File: config.mk
export PLATFORM = sky130hd
export DESIGN_NAME = dcache_replace_arbiter
export DESIGN_NICKNAME = d
export VERILOG_FILES = /design/src/rtl/dcache_replace_arbiter_pkg.sv /design/src/rtl/dcache_rr_picker.sv /design/src/rtl/dcache_replace_arbiter.sv
export SDC_FILE = /design/constraint.sdc
export NUM_CORES = 1
export LEC_CHECK = 0
export CAP_MARGIN = 20
export CELL_PAD_IN_SITES_DETAIL_PLACEMENT = 0
export CELL_PAD_IN_SITES_GLOBAL_PLACEMENT = 1
export CORE_UTILIZATION = 26
export DETAILED_ROUTE_END_ITERATION = 8
export GPL_ROUTABILITY_DRIVEN = 0
export PLACE_DENSITY = 0.79
export SYNTH_ARGS = -nofsm -noshare
export SYNTH_HDL_FRONTEND = slang
export SYNTH_SLANG_ARGS = --single-unit
File: constraint.sdc
create_clock -name clk -period 3.1 [get_ports clk]
set_clock_uncertainty 0.15 [all_clocks]
set_input_delay 0.62 -clock clk [delete_from_list [all_inputs] [get_ports clk]]
set_output_delay 0.62 -clock clk [all_outputs]
set_load 0.01 [all_outputs]
File: src/rtl/dcache_replace_arbiter_pkg.sv
// Shared types for the D-cache replacer arbiter: replacer commands, arbiter
// state encoding for trace decode, and the legal-command helper.
package dcache_replace_arbiter_pkg;

  localparam int CMD_W = 2;

  typedef enum logic [1:0] {
    CMD_WRITE_THROUGH = 2'd0,
    CMD_REPLACE       = 2'd1,
    CMD_INVALIDATE    = 2'd2,
    CMD_RESERVED      = 2'd3
  } ReplaceLogicCommand;

  typedef enum logic [1:0] {
    ARB_IDLE   = 2'd0,
    ARB_ISSUE  = 2'd1,
    ARB_WAIT   = 2'd2,
    ARB_REJECT = 2'd3
  } ReplaceArbiterState;

  function automatic logic is_legal_cmd(input logic [CMD_W-1:0] cmd);
    case (cmd)
      CMD_WRITE_THROUGH,
      CMD_REPLACE,
      CMD_INVALIDATE: return 1'b1;
      default:        return 1'b0;
    endcase
  endfunction

endpackage

File: src/rtl/dcache_rr_picker.sv
// Combinational round-robin picker: first valid requester at or after rrPtr,
// found by scanning a doubled copy of the request vector.
module dcache_rr_picker #(
  parameter int N_REQ = 3,
  parameter int IDX_W = (N_REQ > 1) ? $clog2(N_REQ) : 1
) (
  input  logic [N_REQ-1:0] reqValid,
  input  logic [IDX_W-1:0] rrPtr,
  output logic [IDX_W-1:0] winner,
  output logic             anyValid
);

  logic [2*N_REQ-1:0] w_dbl;
  logic [IDX_W:0]     w_pos;
  logic               w_found;

  assign w_dbl    = {reqValid, reqValid};
  assign anyValid = |reqValid;

  // Lowest offset from rrPtr wins; positions past N_REQ fold back onto the low copy.
  always_comb begin
    winner  = '0;
    w_found = 1'b0;
    w_pos   = '0;
    for (int i = 0; i < N_REQ; i++) begin
      w_pos = {1'b0, rrPtr} + (IDX_W+1)'(i);
      if (!w_found && w_dbl[w_pos]) begin
        w_found = 1'b1;
        if (w_pos >= (IDX_W+1)'(N_REQ)) begin
          winner = IDX_W'(w_pos - (IDX_W+1)'(N_REQ));
        end else begin
          winner = IDX_W'(w_pos);
        end
      end else begin
        w_found = w_found;
      end
    end
  end

endmodule

File: src/rtl/dcache_replace_arbiter.sv
// Round-robin arbiter sharing one D-cache replacer between several requesters;
// latches the owner's command/address and returns a one-cycle done pulse.
module dcache_replace_arbiter
  import dcache_replace_arbiter_pkg::*;
#(
  parameter int N_REQ          = 3,
  parameter int MEM_ADDR_WIDTH = 26
) (
  input  logic                              clk,
  input  logic                              rst,
  input  logic [N_REQ-1:0]                  reqValid,
  input  logic [N_REQ*CMD_W-1:0]            reqCommand,
  input  logic [N_REQ*MEM_ADDR_WIDTH-1:0]   reqAddr,
  output logic [N_REQ-1:0]                  reqGrant,
  output logic [N_REQ-1:0]                  reqDone,
  output logic                              replacerEnable,
  output logic [CMD_W-1:0]                  replacerCommand,
  output logic [MEM_ADDR_WIDTH-1:0]         replacerAddr,
  input  logic                              replacerDone,
  output logic                              busy,
  output logic                              illegalCommand
);

  localparam int IDX_W = (N_REQ > 1) ? $clog2(N_REQ) : 1;

  ReplaceArbiterState        r_state, w_next;
  logic [IDX_W-1:0]          r_owner, r_rr_ptr, w_winner, w_owner_inc;
  logic [CMD_W-1:0]          r_cmd, w_win_cmd;
  logic [MEM_ADDR_WIDTH-1:0] r_addr, w_win_addr;
  logic [N_REQ-1:0]          w_owner_onehot;
  logic                      r_illegal, w_any, w_finish;

  dcache_rr_picker #(.N_REQ(N_REQ), .IDX_W(IDX_W)) u_picker (
    .reqValid (reqValid),
    .rrPtr    (r_rr_ptr),
    .winner   (w_winner),
    .anyValid (w_any)
  );

  assign w_win_cmd      = reqCommand[int'(w_winner)*CMD_W +: CMD_W];
  assign w_win_addr     = reqAddr[int'(w_winner)*MEM_ADDR_WIDTH +: MEM_ADDR_WIDTH];
  assign w_owner_inc    = (r_owner == IDX_W'(N_REQ-1)) ? '0 : r_owner + IDX_W'(1);
  assign w_owner_onehot = N_REQ'(1) << r_owner;

  // Next-state decode; w_finish marks the cycle the owner's operation ends.
  always_comb begin
    w_next   = r_state;
    w_finish = 1'b0;
    case (r_state)
      ARB_IDLE: begin
        if (w_any) begin
          w_next = is_legal_cmd(w_win_cmd) ? ARB_ISSUE : ARB_REJECT;
        end else begin
          w_next = ARB_IDLE;
        end
      end
      ARB_ISSUE: w_next = ARB_WAIT;
      ARB_WAIT: begin
        if (replacerDone) begin
          w_finish = 1'b1;
          w_next   = ARB_IDLE;
        end else begin
          w_next = ARB_WAIT;
        end
      end
      ARB_REJECT: begin
        w_finish = 1'b1;
        w_next   = ARB_IDLE;
      end
      default: w_next = ARB_IDLE;
    endcase
  end

  // State, owner latches, round-robin pointer and sticky illegal flag.
  always_ff @(posedge clk) begin
    if (!rst) begin
      r_state   <= ARB_IDLE;
      r_owner   <= '0;
      r_rr_ptr  <= '0;
      r_cmd     <= '0;
      r_addr    <= '0;
      r_illegal <= 1'b0;
    end else begin
      r_state <= w_next;
      if (r_state == ARB_IDLE && w_any) begin
        r_owner <= w_winner;
        r_cmd   <= w_win_cmd;
        r_addr  <= w_win_addr;
      end
      if (w_finish) begin
        r_rr_ptr <= w_owner_inc;
      end
      if (r_state == ARB_REJECT) begin
        r_illegal <= 1'b1;
      end
    end
  end

  assign busy            = (r_state != ARB_IDLE);
  assign replacerEnable  = (r_state == ARB_ISSUE);
  assign replacerCommand = r_cmd;
  assign replacerAddr    = r_addr;
  assign reqGrant        = busy ? w_owner_onehot : '0;
  assign reqDone         = w_finish ? w_owner_onehot : '0;
  assign illegalCommand  = r_illegal;

endmodule

==> results of run 1 <==
==> placed cells by master (no fill, tap or decap), types with 2 or more instances in the layout <==
| cell type | instances |
|---|---|
| nand3_1 | 52 |
| nor4b_4 | 2 |
| mux2i_1 | 7 |
| mux2_4 | 2 |
| a21oi_1 | 4 |
| buf_12 | 2 |
| nand2b_1 | 3 |
| nand4_1 | 2 |
| nor2_2 | 2 |
| dfxtp_1 | 35 |
| inv_1 | 4 |
| nand2_1 | 3 |
| clkdlybuf4s50_1 | 126 |
| ha_1 | 4 |
| a31oi_1 | 55 |
| nor3_1 | 4 |
| clkbuf_8 | 6 |
| nor2_1 | 9 |
| buf_4 | 16 |
| o21ai_0 | 28 |
| nor3b_1 | 5 |
| nor2b_1 | 2 |
| a211oi_1 | 2 |
| o211ai_1 | 2 |
==> worst max-delay path by stage <==
stage                             from          endpoint  slack, ps  cells after the start
after CTS                 replacerDone        reqDone[1]        110                      4
final                     replacerDone        reqDone[1]        130                      4
after global routing      replacerDone        reqDone[1]         30                      4
after floorplan            r_rr_ptr[0]  replacerAddr[10]        590                     10
after detailed placement   reqValid[0]  replacerAddr[19]         -6                      9
after global placement     reqValid[0]  replacerAddr[16]         50                      9
==> tightest hold or removal path, cell delays in order (launching register included) <==
cell and delay [ps]:
dfxtp_1 330, a21oi_1 40, nor2_1 70
==> power groups by stage <==
stage               Clock [mW]  Sequential [mW]  Combinational, mW
floorplan                    0            0.775              0.856
global placement             0            0.714               1.60
detailed placement           0            0.717               1.62
CTS                      0.357            0.710               1.62
global route             0.378            0.731               1.76
finish                   0.345            0.709               1.60
==> final cells by class <==
cell class / instances / area, um^2
clock buffer: 6 / 82.6
clock inverter: 1 / 5.00
fill: 821 / 4520
inverter: 4 / 15.0
multi-input combinational: 200 / 1300
sequential: 35 / 701
tap: 105 / 131
timing repair buffer: 144 / 1420
==> flip-flops by register name, indices dropped and copies added, names as in the netlist <==
name,count
illegalCommand,1
replacerCommand,2
r_owner,2
replacerAddr,26
r_rr_ptr,2
r_state,2
==> cells by family (layout without fill, tap and decap cells) <==
| family | count (synthesis) | in the layout | share of synthesized area |
|---|---|---|---|
| compound gates | 97 | 97 | 0.278 |
| mux | 9 | 9 | 0.0457 |
| buf+inv | 32 | 155 | 0.0852 |
| simple gates | 90 | 90 | 0.248 |
| fa+ha+maj | 4 | 4 | 0.0229 |
| flops | 35 | 35 | 0.320 |
==> stage by stage <==
step | worst slack [ps] | TNS [ps] | hold slack (ps) | area [um^2]
final | 133 | 0 | 323 | 3660
after global routing | 32.6 | 0 | 375 | 3660
after CTS | 113 | 0 | 327 | 3660
after detailed placement | -5.98 | -11.4 | 308 | 3570
after global placement | 53.8 | 0 | 305 | 3570
after floorplan | 586 | 0 | 340 | 2190
==> layer usage <==
metal / vias to the layer above / wire length, um / track usage
met1: 1194 / 3140 / 0.209
li1: 1271 / - / -
met4: 0 / 169 / 0.0538
met2: 114 / 3560 / 0.283
met3: 16 / 636 / 0.0518
met5: - / 0 / 0
==> flow_summary_export.csv, run 1 <==
group,metric,value,unit
critical_path,cp.arrival,2200,ps
clock_network,cts_buffer_depth,2,
synthesis,ys_top_cells_by_area,"dfxtp_1, a31oi_1, nand3_1, o21ai_0, buf_6",
clock_network,h-tree-depth,2,
critical_path,reg2regPathDepth,9,
sta,setup-violations-final,0,
detailed_routing,wl,7510,um
pwr,ir_worst_vdd,0.254,mV
sta,max_freq,337,MHz
sta,maxSlewViolCount,0,
floorplan,die_w,93.7,um
synthesis,yosysWarnings,0,
sta,grt_setup_unrepaired,"false",
detailed_routing,vias,2595,
pwr,p_leak,1.31,nW
global_route,grt_pass1_vias,2432,
sta,fin_crit_sh,0.957,
synthesis,synth_seq_cells,35,
critical_path,cp-start-kind,"input pin",
global_route,overflow,0,
critical_path,cp_max_fo,4,
synthesis,synth_most_common_cell,"a31oi_1",
global_route,grt_antenna_before_repair,0,
synthesis,synth_top_area_frac,0.320,
final_layout,nets,484,
critical_path,reg2reg_from,"r_rr_ptr[1]",
pwr,p_switching,1.08,mW
critical_path,cpPeakStageDelay,600,ps
sta,slew_headroom,0.551,
clock_network,cts_num_sinks,35,
pwr,p_total,2.66,mW
detailed_routing,drcViolationCount,0,
critical_path,critical_path.slowest_cell,"clkdlybuf4s50_1",
floorplan,die_area,8790,um^2
critical_path,crit_top_cell,"clkdlybuf4s50_1",
clock_network,cts_resized,0,
floorplan,start_util,0.268,
detailed_routing,ant_nets,0,
pwr,power_frac_clock,0.130,
synthesis,async_flop_share,0,
clock_network,clk_latency,280,ps
outcome,status,"finished, final reports clean",
floorplan,rows,33,
place,dp.cells,488,
global_route,grt_start_max_net_pins,36,
critical_path,cp.required,2330,ps
detailed_routing,via_per_inst,5.24,
critical_path,worst-r2r-setup-slack,530,ps
clock_network,cts_tree,"done",
pwr,combPwrFrac,0.603,
clock_network,ctsHoldBuffers,0,
synthesis,synth_ff_type,"dfxtp_1",
sta,finalCriticalPeriod,2970,ps
hold_path,whs_path_depth,2,
final_layout,post-route-util,0.448,
flow_run,drv_cap,0,
synthesis,avgSynthCellArea,8.20,um^2
synthesis,ys_seq_area_frac,0.320,
final_layout,antenna_cells,0,
hold_path,hold_path.class,"reg -> reg",
synthesis,synth_edf_count,0,
synthesis,netlist_area,2190,um^2
sta,hold_viol_final,0,
floorplan,core_area,8180,um^2
clock_network,cts.clk_slew.worst_paths,70,ps
final_layout,areaGrowthSynthToFinish,67.2,%
floorplan,die_h,93.7,um
detailed_routing,wl_per_cell,15.2,um
critical_path,crit-reg2reg-capture,"replacerAddr[4]",
critical_path,cp_top_family,"buffers and inverters",
synthesis,synth_common_cells,"a31oi_1, nand3_1, dfxtp_1",
sta,worstMarginPinSlew,673,ps
synthesis,synth_area_leader_cell,"dfxtp_1",
global_route,grt_pass1_wl,11800,um
critical_path,crit_type,"in -> out",
floorplan,ios,127,
hold_path,worstHoldEndpoint,"illegalCommand",
place,portBuffers,126,
synthesis,synthCells,267,
pwr,power.internal,1.57,mW
pwr,seq_power_share,0.267,
critical_path,cp-end-kind,"primary output",
clock_network,cts_root_buf,"clkbuf_8",
pwr,swShare,0.408,
final_layout,drive_gt1_frac,0.0949,
detailed_routing,firstDrtPassIters,6,
clock_network,postCtsSetupBuffers,0,
hold_path,min-delay-start,"illegalCommand",
place,dpl.hpwl,5410,um
pwr,p_per_area,726,nW/um^2
critical_path,path_cells,"clkdlybuf4s50_1 > o21ai_0 > nor3b_1 > clkdlybuf4s50_1",
global_route,grt_util_all_layers,0.170,
final_layout,fin_cells,495,
detailed_routing,drt_iter0_drc,80,
synthesis,syn-num-nets,361,
clock_network,cts_buffers,5,
synthesis,ys_types,36,
critical_path,worst-path-buf-inv,2,
No activity file was read; power rests on OpenSTA's default activity.
==> inputs of run 2 (changes only) <==
SETUP_SLACK_MARGIN = 0.3   (was unset)
==> run 2 against run 1 <==
Against the previous run:
- non-clock buffer count grew 4
- combinational power up 2%
- register-to-register slack hardly changed
- maximum frequency rose by 10%
- critical path type is now in -> reg
- largest cell class unchanged
==> flow_summary_export.csv, run 2 (same netlist as run 1, synthesis figures left out) <==
group,metric,value,unit
final_layout,multiInputGateArea,1310,um^2
clock_network,h-tree-depth,2,
global_route,grt_pass1_wl,11800,um
pwr,p_per_area,725,nW/um^2
clock_network,cts.clk_slew.worst_paths,70,ps
critical_path,cpPeakStageDelay,510,ps
critical_path,crit_type,"in -> reg",
floorplan,die_area,8790,um^2
final_layout,fin_area,3720,um^2
pwr,ir_worst_vdd,0.266,mV
global_route,grt_antenna_before_repair,0,
place,dp.cells,488,
floorplan,die_w,93.7,um
final_layout,layout_common_cells,"clkdlybuf4s50_1, a31oi_1, nand3_1",
clock_network,cts_root_buf,"clkbuf_8",
place,portBuffers,126,
critical_path,crit_top_cell,"buf_4",
sta,layout_setup_ws,410,ps
floorplan,ios,127,
sta,slew_headroom,0.552,
sta,hold_viol_final,0,
critical_path,critical_path.slowest_cell,"clkdlybuf4s50_1",
sta,max_freq,372,MHz
sta,maxSlewViolCount,0,
sta,worstMarginPinSlew,671,ps
floorplan,rows,33,
sta,fin_crit_sh,0.868,
floorplan,core_area,8180,um^2
clock_network,cts_buffer_depth,2,
final_layout,layout_commonest_cell,"clkdlybuf4s50_1",
detailed_routing,vias,2625,
place,dpl-instance-area,3570,um^2
flow_run,drv_cap,0,
final_layout,antenna_cells,0,
clock_network,cts_tree,"done",
place,pre_cts_ws,-5.98,ps
final_layout,nets,488,
clock_network,ctsHoldBuffers,0,
floorplan,die_h,93.7,um
critical_path,cp.required,3110,ps
critical_path,path_cells,"clkdlybuf4s50_1 > and4bb_2 > nor4_4 > nor2_2 > a221oi_4 > buf_4 > buf_4 > mux2i_2 > a32oi_1",
sta,finalCriticalPeriod,2690,ps
detailed_routing,wl,7540,um
detailed_routing,drt_iter0_drc,118,
place,dpl.hpwl,5410,um
global_route,grt_pass1_vias,2434,
critical_path,cp-end-kind,"flop",
clock_network,clk_latency,280,ps
critical_path,cp_max_fo,6,
clock_network,cts_num_sinks,35,
outcome,status,"finished, final reports clean",
detailed_routing,via_per_inst,5.26,
final_layout,areaGrowthSynthToFinish,70.0,%
detailed_routing,ant_nets,0,
floorplan,start_util,0.268,
critical_path,cp.arrival,2700,ps
final_layout,largest_reg_flops,26,
critical_path,cp-start-kind,"input pin",
hold_path,min-delay-start,"illegalCommand",
final_layout,fin_cells,499,
global_route,grt_util_all_layers,0.171,
critical_path,critical_path.startpoint,"reqValid[1]",
global_route,overflow,0,
final_layout,fillCellCount,817,
pwr,p_leak,1.38,nW
sta,grt_setup_unrepaired,"false",
final_layout,area.sequential,701,um^2
final_layout,drive_gt1_frac,0.109,
global_route,grt_start_max_net_pins,36,
detailed_routing,drcViolationCount,0,
sta,setup-violations-final,0,
detailed_routing,firstDrtPassIters,6,
clock_network,cts_buffers,5,
hold_path,hold_path.class,"reg -> reg",
critical_path,reg2reg_from,"r_rr_ptr[1]",
detailed_routing,wl_per_cell,15.1,um
sta,tns,0,ps
==> run 2: final timing paths <==
kind	slack, ps	cells after the start	end
worst max-delay path	410	9	r_state[1]
worst max register to register	540	10	r_state[1]
worst min register to register	320	2	illegalCommand
worst min-delay path	320	2	illegalCommand
==> run 2: per-stage QoR <==
step	util	hold WS, ps	power [mW]
global placement	0.437	305	2.31
CTS	0.449	327	2.70
floorplan	-	340	1.63
global route	0.455	375	2.91
detailed placement	0.437	308	2.33
finish	0.455	321	2.70
==> run 2: area by class of cell <==
type                    instances  share of cell area
repair buffers                148               0.396
multi-input cells             200               0.353
flip-flops and latches         35               0.188
well taps                     105              0.0353
clock buffers                   6              0.0222
inverters                       4             0.00404
clock inverters                 1             0.00135
==> run 2: per-layer routing <==
layer,up-vias,track usage,routed length [um]
met3,17,0.0518,653
li1,1282,-,-
met2,122,0.283,3640
met4,0,0.0538,172
met1,1204,0.209,3070
met5,-,0,0
==> run 2: critical path: cells and delay by family <==
kind	cells	cell delay [ps]
buf+inv	3	820
simple gates	3	680
compound gates	2	330
mux	1	230
==> run 2: power breakdown <==
group	total, mW	leakage, nW	switching, mW	internal [mW]
Clock	0.345	0.0470	0.171	0.175
Combinational	1.64	1.04	0.833	0.809
Sequential	0.709	0.290	0.0921	0.617
Total	2.70	1.38	1.10	1.60
==> run 2: repair_timing <==
action                                  CTS  global route
gates cloned                              0             1
resized for setup                         4             8
endpoints found under the setup margin    5            31
endpoints found under the hold margin     0             0
buffers inserted                          0             3
pin swaps                                 2             4
==> inputs of run 3 (changes only) <==
CORE_UTILIZATION = 40   (was 26)
DONT_BUFFER_PORTS = 1   (was unset)
PLACE_DENSITY = 0.73   (was 0.79)
==> run 3 against run 2 <==
Against the previous run:
- sequential share of layout area up 12 points
- register-to-register slack about the same
- cell count is 34% lower
- hold slack improved by 3.0 ps
- critical path type is now reg -> reg
- critical endpoint is now replacerAddr[13]
==> flow_summary_export.csv, run 3 (same netlist as run 1, synthesis figures left out) <==
group,metric,value,unit
critical_path,reg2regPathDepth,8,
detailed_routing,wl_per_cell,19.4,um
critical_path,worst-path-buf-inv,1,
clock_network,h-tree-depth,2,
detailed_routing,drt_iter0_drc,81,
pwr,seq_power_share,0.378,
critical_path,cp-end-kind,"flop",
sta,hold_viol_final,0,
clock_network,cts_buffer_depth,2,
sta,setup-violations-final,0,
final_layout,largest_reg_flops,26,
floorplan,die_h,76.0,um
critical_path,crit_path_end,"replacerAddr[13]",
final_layout,drive_gt1_frac,0.132,
pwr,ir_worst_vdd,0.331,mV
flow_run,drv_cap,0,
floorplan,rows,26,
detailed_routing,vias,2105,
place,portBuffers,0,
floorplan,die_area,5770,um^2
floorplan,core_area,5170,um^2
critical_path,path_cells,"ha_1 > mux2i_1 > o22ai_2 > mux2_4 > nor2_4 > buf_4 > nand3_1 > a31oi_1",
sta,maxSlewViolCount,0,
pwr,p_total,2.15,mW
detailed_routing,drcViolationCount,0,
final_layout,nets,352,
floorplan,ios,127,
pwr,p_per_area,937,nW/um^2
outcome,status,"finished, final reports clean",
detailed_routing,via_per_inst,6.42,
clock_network,cts_buffers,5,
detailed_routing,ant_nets,0,
place,dpl-instance-area,2190,um^2
pwr,power_frac_clock,0.158,
critical_path,critical_path.slowest_cell,"dfxtp_2",
pwr,p_switching,0.993,mW
final_layout,areaGrowthSynthToFinish,4.75,%
critical_path,path_depth,8,
clock_network,cts_num_sinks,35,
clock_network,cts_tree,"done",
critical_path,reg2reg_from,"r_rr_ptr[1]",
clock_network,clk_latency,280,ps
sta,grt_setup_unrepaired,"false",
final_layout,layout_common_cells,"a31oi_1, nand3_1, dfxtp_1",
global_route,overflow,0,
critical_path,worst-r2r-setup-slack,530,ps
floorplan,start_util,0.423,
global_route,grt_start_max_net_pins,34,
clock_network,cts_root_buf,"clkbuf_8",
global_route,grt_pass1_vias,2022,
final_layout,antenna_cells,0,
clock_network,ctsHoldBuffers,0,
global_route,grt_antenna_before_repair,0,
critical_path,crit_type,"reg -> reg",
critical_path,cp-start-kind,"flop",
final_layout,layout_commonest_cell,"a31oi_1",
critical_path,cp.arrival,2640,ps
pwr,swShare,0.462,
sta,finalCriticalPeriod,2570,ps
detailed_routing,firstDrtPassIters,6,
global_route,grt_util_all_layers,0.223,
sta,slew_headroom,0.553,
critical_path,cp_top_family,"multiplexers",
critical_path,cp_max_fo,24,
critical_path,crit-reg2reg-capture,"replacerAddr[13]",
critical_path,cp.required,3170,ps
hold_path,min-delay-start,"rst",
pwr,combPwrFrac,0.464,
critical_path,cpPeakStageDelay,480,ps
critical_path,critical_path.startpoint,"r_rr_ptr[1]",
pwr,p_leak,0.797,nW
hold_path,hold_path.class,"in -> reg",
sta,worstMarginPinSlew,664,ps
sta,fin_crit_sh,0.829,
final_layout,fillCellCount,528,
global_route,grt_pass1_wl,10300,um
clock_network,cts.clk_slew.worst_paths,70,ps
pwr,power.internal,1.16,mW
final_layout,fin_area,2290,um^2
sta,max_freq,389,MHz
place,dpl.hpwl,4280,um
sta,tns,0,ps
floorplan,die_w,76.0,um
detailed_routing,wl,6350,um
run 3: worst min path at each step:
| stage | to | slack (ps) | cells after the start |
|---|---|---|---|
| floorplan | replacerCommand[1] | 340 | 2 |
| global placement | illegalCommand | 360 | 2 |
| detailed placement | illegalCommand | 380 | 2 |
| CTS | replacerAddr[19] | 310 | 2 |
| global route | replacerAddr[24] | 300 | 2 |
| finish | replacerAddr[12] | 320 | 2 |
run 3: power by group through the flow:
stage	sequential (mW)	clock (mW)	combinational, mW
after global placement	0.817	0	0.985
final	0.812	0.339	0.997
after detailed placement	0.821	0	0.995
after CTS	0.812	0.352	0.996
after global routing	0.836	0.373	1.12
after floorplan	0.775	0	0.856
run 3: repair_timing:
action                                  in CTS  in global routing
endpoints found under the setup margin       2                 28
gates resized for setup                      1                  2
hold endpoints to repair                     0                  0
buffers inserted                             0                  1
pin swaps                                    0                  1
run 3: cell type report:
class	instances	area (um^2)	area share
inverter	4	15.0	0.00655
clock buffer	6	82.6	0.0360
tap	70	87.6	0.0382
timing repair buffer	12	90.1	0.0393
multi-input combinational	200	1310	0.571
clock inverter	1	5.00	0.00218
sequential	35	703	0.307
run 3: stage by stage:
stage | hold WS (ps) | utilization | std cells | worst slack, ps
3_3_place_gp | 363 | 0.423 | 320 | 412
6_report | 324 | 0.443 | 328 | 529
3_5_place_dp | 379 | 0.423 | 320 | 275
4_1_cts | 306 | 0.440 | 327 | 351
5_1_grt | 304 | 0.443 | 328 | 320
2_1_floorplan | 340 | - | 267 | 586
run 3: per-layer routing:
| layer | up-vias | wire (um) | global-route usage | share of wire |
|---|---|---|---|---|
| li1 | 1015 | - | - | - |
| met1 | 983 | 2750 | 0.270 | 0.43 |
| met2 | 100 | 2950 | 0.377 | 0.46 |
| met3 | 7 | 591 | 0.0735 | 0.093 |
| met4 | 0 | 63 | 0.0635 | 0.0099 |
| met5 | - | 0 | 0 | 0 |
